==> config.mk <==
export PLATFORM = sky130hd
export DESIGN_NAME = instr_fetch_unit_flat
export DESIGN_NICKNAME = d
export VERILOG_FILES = /design/src/rtl/instr_fetch_unit_if.sv /design/src/rtl/instr_fetch_unit.sv /design/src/flat_wrapper.sv
export SDC_FILE = /design/constraint.sdc
export NUM_CORES = 1
export LEC_CHECK = 0
export CORE_MARGIN = 8
export CORE_UTILIZATION = 55
export DETAILED_ROUTE_END_ITERATION = 16
export PLACE_DENSITY = 0.85
export SLEW_MARGIN = 20
export SYNTH_ARGS = -nofsm -noshare
export SYNTH_HDL_FRONTEND = slang
export SYNTH_SLANG_ARGS = --single-unit
==> constraint.sdc <==
create_clock -name clk -period 12.8 [get_ports clk]
set_input_delay 3.84 -clock clk [delete_from_list [all_inputs] [get_ports clk]]
set_output_delay 3.84 -clock clk [all_outputs]
set_load 0.02 [all_outputs]
==> src/rtl/instr_fetch_unit_if.sv <==
// instr_fetch_unit_if: bundle of the fetch unit's memory, redirect and decode-side signals.
// Ports (seen from the fetch unit, modport master):
//   imem_req/imem_addr out, imem_gnt/imem_rvalid/imem_rdata in  -- instruction memory
//   redirect/redirect_pc in                                     -- branch redirect
//   out_valid/out_instr/out_pc/opcode/func out, out_ready in    -- decode handshake
// The slave modport is the mirror image, used by memory/decode/testbench.
interface instr_fetch_unit_if #(
    parameter int ADDR_W = 32
);
    logic              imem_req;
    logic [ADDR_W-1:0] imem_addr;
    logic              imem_gnt;
    logic              imem_rvalid;
    logic [31:0]       imem_rdata;
    logic              redirect;
    logic [ADDR_W-1:0] redirect_pc;
    logic              out_valid;
    logic              out_ready;
    logic [31:0]       out_instr;
    logic [ADDR_W-1:0] out_pc;
    logic [5:0]        opcode;
    logic [10:0]       func;
    modport master (
        output imem_req, imem_addr, out_valid, out_instr, out_pc, opcode, func,
        input  imem_gnt, imem_rvalid, imem_rdata, redirect, redirect_pc, out_ready
    );
    modport slave (
        input  imem_req, imem_addr, out_valid, out_instr, out_pc, opcode, func,
        output imem_gnt, imem_rvalid, imem_rdata, redirect, redirect_pc, out_ready
    );
endinterface

==> src/rtl/instr_fetch_unit.sv <==
// instr_fetch_unit: PC-driven in-order instruction fetch with a DEPTH-entry FIFO toward decode.
// Ports:
//   clk    in  rising-edge clock
//   rst_n  in  asynchronous active-low reset
//   bus    instr_fetch_unit_if.master: memory req/gnt/rvalid, redirect, decode valid/ready
// Requests are credit-limited so that outstanding + buffered never exceeds DEPTH;
// after a redirect, responses still in flight are drained and dropped.
module instr_fetch_unit #(
    parameter int                ADDR_W   = 32,
    parameter logic [ADDR_W-1:0] RESET_PC = '0,
    parameter int                DEPTH    = 2
) (
    input logic                clk,
    input logic                rst_n,
    instr_fetch_unit_if.master bus
);
    localparam int CNT_W = $clog2(DEPTH + 1);
    localparam int PTR_W = (DEPTH > 1) ? $clog2(DEPTH) : 1;
    typedef enum logic {RUN, DRAIN} state_t;
    state_t            state_q, state_d;
    logic [ADDR_W-1:0] pc_q, pc_d, resp_pc_q, resp_pc_d, redir_pc;
    logic [CNT_W-1:0]  outst_q, outst_d, count_q, count_d;
    logic [CNT_W:0]    used;
    logic [PTR_W-1:0]  rd_q, rd_d, wr_q, wr_d;
    logic [31:0]       instr_mem [DEPTH];
    logic [ADDR_W-1:0] pc_mem [DEPTH];
    logic              req, acc, rsp, push, pop, out_valid;
    logic [31:0]       head_instr;
    function automatic logic [PTR_W-1:0] nxt(input logic [PTR_W-1:0] p);
        return (p == PTR_W'(DEPTH - 1)) ? '0 : p + 1'b1;
    endfunction
    always_comb begin
        redir_pc  = {bus.redirect_pc[ADDR_W-1:2], 2'b00};
        used      = {1'b0, outst_q} + {1'b0, count_q};
        // rst_n gating keeps the request low while reset is held
        req       = rst_n && (state_q == RUN) && !bus.redirect && (used < (CNT_W+1)'(DEPTH));
        acc       = req && bus.imem_gnt;
        // a response with nothing outstanding is a protocol error and is ignored
        rsp       = bus.imem_rvalid && (outst_q != '0);
        push      = rsp && (state_q == RUN) && !bus.redirect;
        pop       = out_valid && bus.out_ready && !bus.redirect;
        outst_d   = outst_q + CNT_W'(acc) - CNT_W'(rsp);
        pc_d      = bus.redirect ? redir_pc : acc ? pc_q + ADDR_W'(4) : pc_q;
        resp_pc_d = bus.redirect ? redir_pc : push ? resp_pc_q + ADDR_W'(4) : resp_pc_q;
        count_d   = bus.redirect ? '0 : count_q + CNT_W'(push) - CNT_W'(pop);
        wr_d      = bus.redirect ? '0 : push ? nxt(wr_q) : wr_q;
        rd_d      = bus.redirect ? '0 : pop ? nxt(rd_q) : rd_q;
        // stay in (or enter) DRAIN only while stale responses remain in flight
        state_d   = ((outst_d != '0) && (bus.redirect || state_q == DRAIN)) ? DRAIN : RUN;
    end
    always_ff @(posedge clk or negedge rst_n) begin
        if (!rst_n) begin
            state_q   <= RUN;
            pc_q      <= RESET_PC;
            resp_pc_q <= RESET_PC;
            outst_q   <= '0;
            count_q   <= '0;
            rd_q      <= '0;
            wr_q      <= '0;
        end else begin
            state_q   <= state_d;
            pc_q      <= pc_d;
            resp_pc_q <= resp_pc_d;
            outst_q   <= outst_d;
            count_q   <= count_d;
            rd_q      <= rd_d;
            wr_q      <= wr_d;
        end
    end
    // storage needs no reset: outputs are masked whenever the FIFO is empty
    always_ff @(posedge clk) begin
        if (push) begin
            instr_mem[wr_q] <= bus.imem_rdata;
            pc_mem[wr_q]    <= resp_pc_q;
        end
    end
    assign out_valid     = (state_q == RUN) && (count_q != '0);
    assign head_instr    = out_valid ? instr_mem[rd_q] : '0;
    assign bus.imem_req  = req;
    assign bus.imem_addr = pc_q;
    assign bus.out_valid = out_valid;
    assign bus.out_instr = head_instr;
    assign bus.out_pc    = out_valid ? pc_mem[rd_q] : '0;
    assign bus.opcode    = head_instr[31:26];
    assign bus.func      = head_instr[10:0];
endmodule

==> src/flat_wrapper.sv <==
// flat-port wrapper written by rule: the top's interface ports become plain ports
module instr_fetch_unit_flat 
#(
    parameter int                ADDR_W   = 32,
    parameter logic [ADDR_W-1:0] RESET_PC = '0,
    parameter int                DEPTH    = 2
)
  (clk, rst_n, bus_imem_req, bus_imem_addr, bus_out_valid, bus_out_instr, bus_out_pc, bus_opcode, bus_func, bus_imem_gnt, bus_imem_rvalid, bus_imem_rdata, bus_redirect, bus_redirect_pc, bus_out_ready);
  instr_fetch_unit_if #(.ADDR_W(ADDR_W)) bus_i ();
  input logic clk;
  input logic rst_n;
  output wire logic [$bits(bus_i.imem_req)-1:0] bus_imem_req;
  output wire logic [$bits(bus_i.imem_addr)-1:0] bus_imem_addr;
  output wire logic [$bits(bus_i.out_valid)-1:0] bus_out_valid;
  output wire logic [$bits(bus_i.out_instr)-1:0] bus_out_instr;
  output wire logic [$bits(bus_i.out_pc)-1:0] bus_out_pc;
  output wire logic [$bits(bus_i.opcode)-1:0] bus_opcode;
  output wire logic [$bits(bus_i.func)-1:0] bus_func;
  input wire logic [$bits(bus_i.imem_gnt)-1:0] bus_imem_gnt;
  input wire logic [$bits(bus_i.imem_rvalid)-1:0] bus_imem_rvalid;
  input wire logic [$bits(bus_i.imem_rdata)-1:0] bus_imem_rdata;
  input wire logic [$bits(bus_i.redirect)-1:0] bus_redirect;
  input wire logic [$bits(bus_i.redirect_pc)-1:0] bus_redirect_pc;
  input wire logic [$bits(bus_i.out_ready)-1:0] bus_out_ready;
  assign bus_imem_req = bus_i.imem_req;
  assign bus_imem_addr = bus_i.imem_addr;
  assign bus_out_valid = bus_i.out_valid;
  assign bus_out_instr = bus_i.out_instr;
  assign bus_out_pc = bus_i.out_pc;
  assign bus_opcode = bus_i.opcode;
  assign bus_func = bus_i.func;
  assign bus_i.imem_gnt = bus_imem_gnt;
  assign bus_i.imem_rvalid = bus_imem_rvalid;
  assign bus_i.imem_rdata = bus_imem_rdata;
  assign bus_i.redirect = bus_redirect;
  assign bus_i.redirect_pc = bus_redirect_pc;
  assign bus_i.out_ready = bus_out_ready;
  instr_fetch_unit #(.ADDR_W(ADDR_W), .RESET_PC(RESET_PC), .DEPTH(DEPTH)) u_core (.clk(clk), .rst_n(rst_n), .bus(bus_i));
endmodule
==> results of run 1 <==
[critical path, delay by kind of cell]
kind | cells | cell delay, ns
and+or+nand+nor | 1 | 0.23
buffers and inverters | 3 | 1.37
[Yosys cell counts (7+ instances only)]
| cell | count |
|---|---|
| xnor2_1 | 7 |
| and2_1 | 10 |
| buf_1 | 7 |
| buf_2 | 9 |
| nand4_1 | 30 |
| o21ai_0 | 34 |
| buf_4 | 21 |
| xor2_1 | 30 |
| nand3_1 | 35 |
| o21ai_1 | 11 |
| mux2i_1 | 63 |
| edfxtp_1 | 124 |
| dfrtp_1 | 67 |
| clkbuf_1 | 14 |
| inv_1 | 10 |
| nor3_1 | 9 |
| nand2_1 | 48 |
| and3_1 | 10 |
| nor2_1 | 81 |
| o211ai_1 | 12 |
[cells by family (layout without fill, tap and decap cells)]
| group | Yosys count | in the layout | synth area share, % |
|---|---|---|---|
| and+or+nand+nor | 248 | 248 | 14.7 |
| AOI/OAI and AO/OA | 84 | 84 | 6.07 |
| adders and majority gates | 7 | 7 | 1.10 |
| other | 1 | 4 | 0.0433 |
| DFF | 191 | 191 | 62.4 |
| muxes | 64 | 64 | 7.41 |
| xor gates and xnor gates | 37 | 37 | 3.74 |
| buffers and inverters | 67 | 228 | 4.52 |
[routing by layer]
| metal | up-vias | wire (um) |
|---|---|---|
| li1 | 2837 | - |
| met1 | 2928 | 9050 |
| met2 | 288 | 9090 |
| met3 | 22 | 1770 |
| met4 | 0 | 270 |
| met5 | - | 0 |
[area by class of cell]
class	instances	area share [%]
inverter	11	0.374
clock buffer	19	4.31
tap	216	2.45
sequential	191	49.0
timing repair buffer	185	16.5
multi-input combinational	444	26.2
clock inverter	13	1.12
[metrics by stage]
step | cells | hold slack (ns) | worst slack, ns | cell area, um2
after CTS | 1079 | 0.522 | 3.46 | 11000
after floorplan | 702 | 0.463 | 1.93 | 8670
final | 1079 | 0.527 | 3.52 | 11000
after global routing | 1079 | 0.540 | 3.35 | 11000
after global placement | 1047 | 0.495 | 3.48 | 10400
after detailed placement | 1047 | 0.502 | 3.47 | 10400
[worst max-delay path by stage]
| stage | from | endpoint | slack (ns) | cells after the start |
|---|---|---|---|---|
| after floorplan | bus_redirect | u_core.instr_mem[0][0] | 1.93 | 3 |
| after global placement | rst_n | bus_imem_req | 3.48 | 4 |
| after detailed placement | rst_n | bus_imem_req | 3.47 | 4 |
| after CTS | rst_n | bus_imem_req | 3.46 | 4 |
| after global routing | rst_n | bus_imem_req | 3.35 | 4 |
| final | rst_n | bus_imem_req | 3.52 | 4 |
[power by group through the flow]
stage               Sequential (mW)  Combinational, mW  Clock (mW)
finish                        0.779              0.312       0.527
global route                  0.787              0.338       0.563
CTS                           0.779              0.315       0.535
detailed placement            0.791              0.312           0
global placement              0.787              0.307           0
floorplan                     0.788              0.183           0
[sequential cells by signal (all words and copies together), names as in the netlist]
signal                count
u_core.count_q            2
u_core.bus.imem_addr     30
u_core.rd_q               1
u_core.resp_pc_q         30
u_core.state_q            1
u_core.pc_mem            60
u_core.outst_q            2
u_core.instr_mem         64
u_core.wr_q               1
==> impl_summary.txt, run 1 <==
----------------------------------------------------
[Drt]
  Iteration-0 DRC count of the detailed router ... 438
  Number of design rule violations left after detail routing ... 0
  Post-detailed-routing wire length ... 20,200 um
  Via density per instance ... 5.63
  Post-route ant nets ... 0
  TritonRoute pass-1 iters ... 5
  WL/cell ... 18.7 um
  Total via count after detailed routing ... 6,075

[Finish]
  Area used by sequential logic in the layout ... 0.00540 mm2
  Fraction of layout instances using a drive strength above 1 ... 7.07%
  Signed area change from the synthesized netlist to the final layout ... 27.4%
  Fill cell count ... 1,104
  Number of antenna cells inserted ... 0
  Commonest non-fill, non-tap cell in the layout ... clkdlybuf4s50_1
  Most used cells in the layout excluding fill and tap cells ... clkdlybuf4s50_1 (176), edfxtp_1 (124), nor2_1 (80), dfrtp_1 (66), mux2i_1 (63)
  Area occupied by multi-input gates ... 0.00289 mm2
  Fin nets ... 927
  Final core utilization ... 70.5%

[Worst setup path]
  Worst r2r path cells ... 10
  Setup Crit Path Kind ... in2out
  CP peak stage delay ... 0.68 ns
  Critical register-to-register path endpoint ... u_core.bus.imem_addr[25]
  Critical Path Start Type ... primary input
  Slowest stage cell, crit path ... buf_4
  Reg2reg start ... u_core.outst_q[0]
  Critical path required time ... 8.96 ns
  Peak fanout along the critical path ... 69
  Cells along the critical path ... buf_2 > buf_4 > and2_1 > clkdlybuf4s50_1
  Setup slack, reg-to-reg ... 9.93 ns
  Critical Path Sink Type ... primary output
  Worst EP arrival ... 5.44 ns

[Die]
  Area of the placeable core ... 0.0157 mm2
  Overall die area ... 0.0200 mm2
  Width of the chip ... 141 um
  Top-Level Pins ... 185
  Effective utilization at floorplan ... 55.3%
  Height of the chip ... 141 um
  FP Rows ... 46

[STA]
  Number of hold violations in the final report ... 0
  Worst rel slew slack ... 39.2%
  Final critical delay including setup and external delays ... 9.28 ns
  Transition at the pin with the smallest max-transition slack ... 0.908 ns
  Final setup fails ... 0
  Max-slew violation count ... 0
  Fin Setup TNS ... 0 ns
  Final worst path period share ... 72.5%
  Fin Clk Skew ... 0.0102 ns
  Fmax achieved ... 0.108 GHz
  Unrepaired setup endpoints after global routing ... no

[Clock network]
  TritonCTS clock tree ... built
  Max H-tree Level ... 4
  Number of cells upsized or downsized after cts ... 0
  Clock network latency to the later pin of the worst-skew pair ... 0.42 ns
  Hold Buf Count CTS ... 0
  Cell at the root of the clock tree ... clkbuf_16
  Number of buffers created by CTS ... 17
  Clk slew on worst S/H paths ... 0.07 ns
  Max clock buf depth ... 2
  Post-CTS Setup Inserts ... 0
  Number of clock sinks ... 191

[Synthesis]
  Share of the yosys chip area belonging to registers ... 62.4%
  YS warnings ... 0
  Area leader, netlist ... edfxtp_1
  Count of state elements after synthesis ... 191
  Most common flop cell mapped by yosys ... edfxtp_1
  Average cell area after synthesis ... 12.4 um2
  Fraction of synthesized cell area taken by the top area cell type ... 43.0%
  Total standard cell area after synthesis ... 0.00866 mm2
  Count of cell types in the netlist ... 54
  Post-synth EDFFs ... 124
  Number of instances in the synthesized netlist ... 699
  Share of flip-flops with an asynchronous set or reset ... 35.1%
  Leading cell types by total area after synthesis ... edfxtp_1 (43%), dfrtp_1 (19%), mux2i_1 (7.3%), nor2_1 (3.5%), xor2_1 (3.0%)

[Place]
  Detailed-placement wirelength estimate ... 13,600 um
  GPL Wtd Cong ... 0.905
  Port Buffers ... 178

[GRT]
  Met3 track utilization from global routing ... 5.34%
  Met1 Resource Use GR ... 27.4%
  Number of global-route vias before repair ... 5,940
  Total congestion overflow ... 0
  Met2 usage in global routing ... 30.9%
  Initial antenna violation count ... 0
  GRT Max-Usage Layer ... met2
  Pin count of the biggest net entering global routing ... 75
  GRT Overall Usage ... 20.1%
  Wire length of the first global-routing pass ... 31,500 um

[Power]
  Peak supply drop ... 102 uV
  Register share of total power ... 48.2%
  Combinational cell fraction of total power ... 19.3%
  Proportion of total power due to net switching ... 28.4%
  Clock power share ... 32.6%
  Pleak ... 3.86 nW
  Total internal power ... 1.16 mW
  Total power per unit cell area ... 147 mW/mm2
  Power after layout ... 1.62 mW
  Net Sw Power ... 0.460 mW

[Outcome]
  Run status ... finished clean

[Min path]
  Hold depth ... 0
  Type of the most critical hold path ... reg2reg
  Hold path start ... u_core.resp_pc_q[16]
  Worst min-delay path endpoint ... u_core.pc_mem[0][16]

[Job]
  Number of maximum-capacitance constraint violations ... 0

----------------------------------------------------
(Power assumes the default switching activity.)
==> run 2, diff against run 1 <==
--- a/config.mk
+++ b/config.mk
@@ -6,9 +6,9 @@
 export NUM_CORES = 1
 export LEC_CHECK = 0
 export CORE_MARGIN = 8
-export CORE_UTILIZATION = 55
+export CORE_UTILIZATION = 46
 export DETAILED_ROUTE_END_ITERATION = 16
-export PLACE_DENSITY = 0.85
+export PLACE_DENSITY = 0.76
 export SLEW_MARGIN = 20
 export SYNTH_ARGS = -nofsm -noshare
 export SYNTH_HDL_FRONTEND = slang
==> constraint.sdc (replaced) <==
create_clock -name clk -period 7.8 [get_ports clk]
set_input_delay 2.34 -clock clk [delete_from_list [all_inputs] [get_ports clk]]
set_output_delay 2.34 -clock clk [all_outputs]
set_load 0.02 [all_outputs]
==> run 2 against run 1 <==
Cell count rose by 1.8%. Sequential cell count unchanged. Critical path depth stayed put. Wire length is 0.85% higher. Non-clock buffer count increased by 1. Hold slack lost 0.013 ns. Design area up 0.41%. Sequential power up 64%. Global-route usage fell by 2.5 points. First-iteration DRC count down 24%. Critical path type unchanged. Critical endpoint unchanged.
==> impl_summary.txt, run 2 (same netlist as run 1, synthesis figures left out) <==
----------------------------------------------------
[Place]
  GPL Wtd Cong ... 0.889
  Worst slack, placed ... 1.95 ns
  Post-Place Cell Area ... 0.0105 mm2
  Placed cell count ... 1,065
  Detailed-placement wirelength estimate ... 13,700 um
  Port Buffers ... 178

[Die]
  Effective utilization at floorplan ... 46.6%
  Area of the placeable core ... 0.0186 mm2
  Overall die area ... 0.0235 mm2
  Height of the chip ... 153 um
  Width of the chip ... 153 um
  FP Rows ... 50
  Top-Level Pins ... 185

[GRT]
  Pin count of the biggest net entering global routing ... 74
  Wire length of the first global-routing pass ... 32,700 um
  Number of global-route vias before repair ... 5,879
  Total congestion overflow ... 0
  Initial antenna violation count ... 0
  GRT Overall Usage ... 17.5%

[Worst setup path]
  Worst EP arrival ... 3.51 ns
  Critical path required time ... 5.46 ns
  Critical Path Sink Type ... primary output
  Critical Path Start Type ... primary input
  Worst r2r path cells ... 11
  Setup Crit Path Kind ... in2out
  Peak fanout along the critical path ... 2

[STA]
  Transition at the pin with the smallest max-transition slack ... 1.03 ns
  Final setup slack of the worst path ... 1.95 ns
  Worst rel slew slack ... 31.2%
  Fin Setup TNS ... 0 ns
  Max-slew violation count ... 0
  Final critical delay including setup and external delays ... 5.85 ns
  Fmax achieved ... 0.171 GHz
  Final worst path period share ... 75.0%
  Number of hold violations in the final report ... 0
  Fin Clk Skew ... 0.0144 ns
  Unrepaired setup endpoints after global routing ... no
  Worst hold slack ... 0.515 ns
  Final setup fails ... 0

[Clock network]
  Number of buffers created by CTS ... 17
  Number of cells upsized or downsized after cts ... 0
  Clk slew on worst S/H paths ... 0.08 ns
  Max clock buf depth ... 2
  Clock network latency to the later pin of the worst-skew pair ... 0.43 ns
  Post-CTS Setup Inserts ... 0
  Number of clock sinks ... 191
  TritonCTS clock tree ... built
  Hold Buf Count CTS ... 0
  Cell at the root of the clock tree ... clkbuf_16
  Max H-tree Level ... 4

[Finish]
  Number of antenna cells inserted ... 0
  Fraction of layout instances using a drive strength above 1 ... 7.06%
  Fin nets ... 928
  Signed area change from the synthesized netlist to the final layout ... 27.9%
  Biggest register ... u_core.instr_mem
  Commonest non-fill, non-tap cell in the layout ... clkdlybuf4s50_1
  Final instance area ... 0.0111 mm2
  Final cell count without fillers ... 1,098
  Most used cells in the layout excluding fill and tap cells ... clkdlybuf4s50_1 (176), edfxtp_1 (124), nor2_1 (81), dfrtp_1 (66), mux2i_1 (63)
  Final core utilization ... 59.6%
  Number of flip-flops in the largest register ... 64
  Area occupied by multi-input gates ... 0.00290 mm2
  Fill cell count ... 1,516
  Area used by sequential logic in the layout ... 0.00540 mm2
  Registers with the highest flip-flop counts ... u_core.instr_mem: 64 flops, u_core.pc_mem: 60 flops

[Drt]
  Iteration-0 DRC count of the detailed router ... 332
  Via density per instance ... 5.41
  Number of design rule violations left after detail routing ... 0
  Total via count after detailed routing ... 5,940
  Post-route ant nets ... 0
  WL/cell ... 18.5 um
  Post-detailed-routing wire length ... 20,300 um
  TritonRoute pass-1 iters ... 5

[Min path]
  Type of the most critical hold path ... reg2reg
  Hold depth ... 0

[Power]
  Total power per unit cell area ... 239 mW/mm2
  Pleak ... 3.85 nW
  Power after layout ... 2.65 mW
  Peak supply drop ... 147 uV

[Job]
  Number of maximum-capacitance constraint violations ... 0

[Outcome]
  Run status ... finished clean

----------------------------------------------------
## run 2: final cells by class
cell class / instances / share of cell area (%)
clock inverter: 14 / 1.31
tap: 234 / 2.64
timing repair buffer: 186 / 16.7
multi-input combinational: 444 / 26.2
inverter: 11 / 0.373
sequential: 191 / 48.8
clock buffer: 18 / 4.07
## run 2: worst paths after layout
path                                           start                       end  slack, ns
worst max-delay path                    bus_redirect              bus_imem_req       1.95
worst min-delay path            u_core.resp_pc_q[31]      u_core.pc_mem[1][31]       0.51
worst max register to register     u_core.count_q[0]  u_core.bus.imem_addr[24]       5.00
worst min register to register  u_core.resp_pc_q[31]      u_core.pc_mem[1][31]       0.51
max in group asynchronous                      rst_n               u_core.rd_q       4.95
min in group asynchronous                      rst_n            u_core.state_q       2.20
## run 2: metal layers
layer	routed length (um)	part of all wire [%]	track usage (%)	up-vias
li1	-	-	-	2848
met1	9460	47	24.1	2841
met2	9130	45	26.3	236
met3	1560	7.6	5.50	15
met4	196	0.96	5.00	0
met5	0	0	0	-
## run 2: power breakdown
group,internal (mW),total [mW],switching [mW]
combinational,0.231,0.513,0.281
clock,0.446,0.857,0.411
sequential,1.19,1.28,0.0954
total,1.86,2.65,0.788
## run 2: critical path: stages
cell and delay, ns:
buf_2 0.11, nor4_2 0.28, and2_1 0.17, clkdlybuf4s50_1 0.61
==> run 3, diff against run 2 <==
--- a/config.mk
+++ b/config.mk
@@ -6,9 +6,9 @@
 export NUM_CORES = 1
 export LEC_CHECK = 0
 export CORE_MARGIN = 8
-export CORE_UTILIZATION = 46
+export CORE_UTILIZATION = 51
 export DETAILED_ROUTE_END_ITERATION = 16
-export PLACE_DENSITY = 0.76
+export PLACE_DENSITY = 0.8
 export SLEW_MARGIN = 20
 export SYNTH_ARGS = -nofsm -noshare
 export SYNTH_HDL_FRONTEND = slang
==> constraint.sdc (replaced) <==
create_clock -name clk -period 5.7 [get_ports clk]
set_input_delay 1.71 -clock clk [delete_from_list [all_inputs] [get_ports clk]]
set_output_delay 1.71 -clock clk [all_outputs]
set_load 0.02 [all_outputs]
==> run 3 against run 2 <==
Sequential power increased by 37%. Via count increased by 2.0%. Worst setup slack got worse by 0.84 ns. Hold slack improved by 0.0020 ns. Critical path depth unchanged. Sequential share of layout area about the same. Register-to-register slack got worse by 2.2 ns. Core utilization increased by 7.2 points. Sequential cell count unchanged. Clock skew decreased by 0.0070 ns. Largest power group unchanged.
==> impl_summary.txt, run 3 (same netlist as run 1, synthesis figures left out) <==
----------------------------------------------------
[Drt]
  Total routed wire length on the met1 layer ... 8950 um
  Total via count after detailed routing ... 6,059
  Highest metal layer with signal wires ... met4
  Post-route ant nets ... 0
  Routed wire length on met3 ... 1680 um
  Via density per instance ... 5.59
  Met2 WL ... 9020 um
  WL/cell ... 18.3 um
  Iteration-0 DRC count of the detailed router ... 350
  Post-detailed-routing wire length ... 19,900 um
  Number of design rule violations left after detail routing ... 0
  TritonRoute pass-1 iters ... 5

[Place]
  Post-Place Cell Area ... 0.0105 mm2
  Port Buffers ... 178
  Detailed-placement wirelength estimate ... 14,000 um
  Worst slack, placed ... 1.08 ns
  GPL Wtd Cong ... 0.890

[Finish]
  Number of antenna cells inserted ... 0
  Fraction of layout instances using a drive strength above 1 ... 6.60%
  Biggest register ... u_core.instr_mem
  Fill cell count ... 1,218
  Number of flip-flops in the largest register ... 64
  Registers with the highest flip-flop counts ... u_core.instr_mem: 64 flops, u_core.pc_mem: 60 flops
  Commonest non-fill, non-tap cell in the layout ... clkdlybuf4s50_1
  Most used cells in the layout excluding fill and tap cells ... clkdlybuf4s50_1 (176), edfxtp_1 (124), nor2_1 (80), dfrtp_1 (66), mux2i_1 (63)
  Fin nets ... 928
  Final core utilization ... 66.8%
  Signed area change from the synthesized netlist to the final layout ... 28.0%
  Final instance area ... 0.0111 mm2

[STA]
  Fin Clk Skew ... 0.00743 ns
  Final setup slack of the worst path ... 1.11 ns
  Final critical delay including setup and external delays ... 4.59 ns
  Final worst path period share ... 80.6%
  Max-slew violation count ... 0
  Transition at the pin with the smallest max-transition slack ... 1.09 ns
  Worst hold slack ... 0.517 ns
  Unrepaired setup endpoints after global routing ... no
  Fmax achieved ... 0.218 GHz
  Fin Setup TNS ... 0 ns
  Number of hold violations in the final report ... 0
  Worst rel slew slack ... 27.4%
  Final setup fails ... 0

[Clock network]
  Max clock buf depth ... 2
  Number of buffers created by CTS ... 17
  Post-CTS Setup Inserts ... 0
  Number of clock sinks ... 191
  Cell at the root of the clock tree ... clkbuf_16
  Number of cells upsized or downsized after cts ... 0
  Hold Buf Count CTS ... 0
  Clock network latency to the later pin of the worst-skew pair ... 0.42 ns
  Max H-tree Level ... 4
  Clk slew on worst S/H paths ... 0.06 ns
  TritonCTS clock tree ... built

[Worst setup path]
  Peak fanout along the critical path ... 2
  Worst EP arrival ... 2.88 ns
  Setup Crit Path Kind ... in2out
  Reg2reg start ... u_core.outst_q[0]
  Critical path required time ... 3.99 ns
  Crit path from ... bus_redirect
  Critical Path Sink Type ... primary output
  Worst r2r path cells ... 10
  Critical Path Start Type ... primary input

[GRT]
  Initial antenna violation count ... 0
  Wire length of the first global-routing pass ... 32,500 um
  GRT Overall Usage ... 18.7%
  Number of global-route vias before repair ... 6,183
  Total congestion overflow ... 0
  Pin count of the biggest net entering global routing ... 74

[Power]
  Peak supply drop ... 226 uV
  Total power per unit cell area ... 332 mW/mm2
  Pleak ... 3.86 nW

[Die]
  Overall die area ... 0.0214 mm2
  Top-Level Pins ... 185
  Width of the chip ... 146 um
  Effective utilization at floorplan ... 52.2%
  FP Rows ... 47
  Height of the chip ... 146 um
  Area of the placeable core ... 0.0166 mm2

[Job]
  Number of maximum-capacitance constraint violations ... 0

[Outcome]
  Run status ... finished clean

[Min path]
  Type of the most critical hold path ... reg2reg
  Hold depth ... 0
  Hold path start ... u_core.resp_pc_q[6]

----------------------------------------------------
[run 3: cell types whose count changed in the layout (fill, tap and decap cells not counted), moves of 2 or more]
cell / delta
bufinv_16: +4
inv_8: -4
clkinv_1: +3
clkinv_8: -2
[run 3: final cells by class]
class | count | area, um2 | share of cell area [%]
clock buffers | 18 | 429 | 3.87
well taps | 220 | 275 | 2.49
repair buffers | 186 | 1840 | 16.6
multi-input cells | 444 | 2900 | 26.1
clock inverters | 14 | 188 | 1.69
flip-flops and latches | 191 | 5400 | 48.8
inverters | 11 | 41.3 | 0.373
[run 3: per-layer routing]
layer	up-vias	track usage (%)
met2	282	28.8
met5	-	0
li1	2850	-
met1	2908	25.3
met3	19	5.41
met4	0	5.46
[run 3: worst max-delay path, stage by stage]
cell             delay [ns]
buf_2                  0.11
nor4_2                 0.29
and2_1                 0.16
clkdlybuf4s50_1        0.61
[run 3: path summary, 6_finish.rpt]
kind                                       endpoint  slack, ns
setup / recovery                       bus_imem_req       1.11
hold / removal                  u_core.pc_mem[0][6]       0.52
setup reg to reg           u_core.bus.imem_addr[24]       2.84
hold reg to reg                 u_core.pc_mem[0][6]       0.52
max in group asynchronous               u_core.rd_q       3.56
min in group asynchronous   u_core.bus.imem_addr[7]       1.49
[run 3: power by group]
part / switching [mW] / total (mW) / internal, mW / leakage (nW)
clock: 0.493 / 1.23 / 0.734 / 0.297
combinational: 0.374 / 0.692 / 0.318 / 1.63
sequential: 0.137 / 1.76 / 1.63 / 1.94
[run 3: through the flow]
step | power (mW) | cells
2_1_floorplan | 2.18 | 702
3_3_place_gp | 2.46 | 1052
3_5_place_dp | 2.49 | 1052
4_1_cts | 3.71 | 1084
5_1_grt | 3.84 | 1084
6_report | 3.68 | 1084
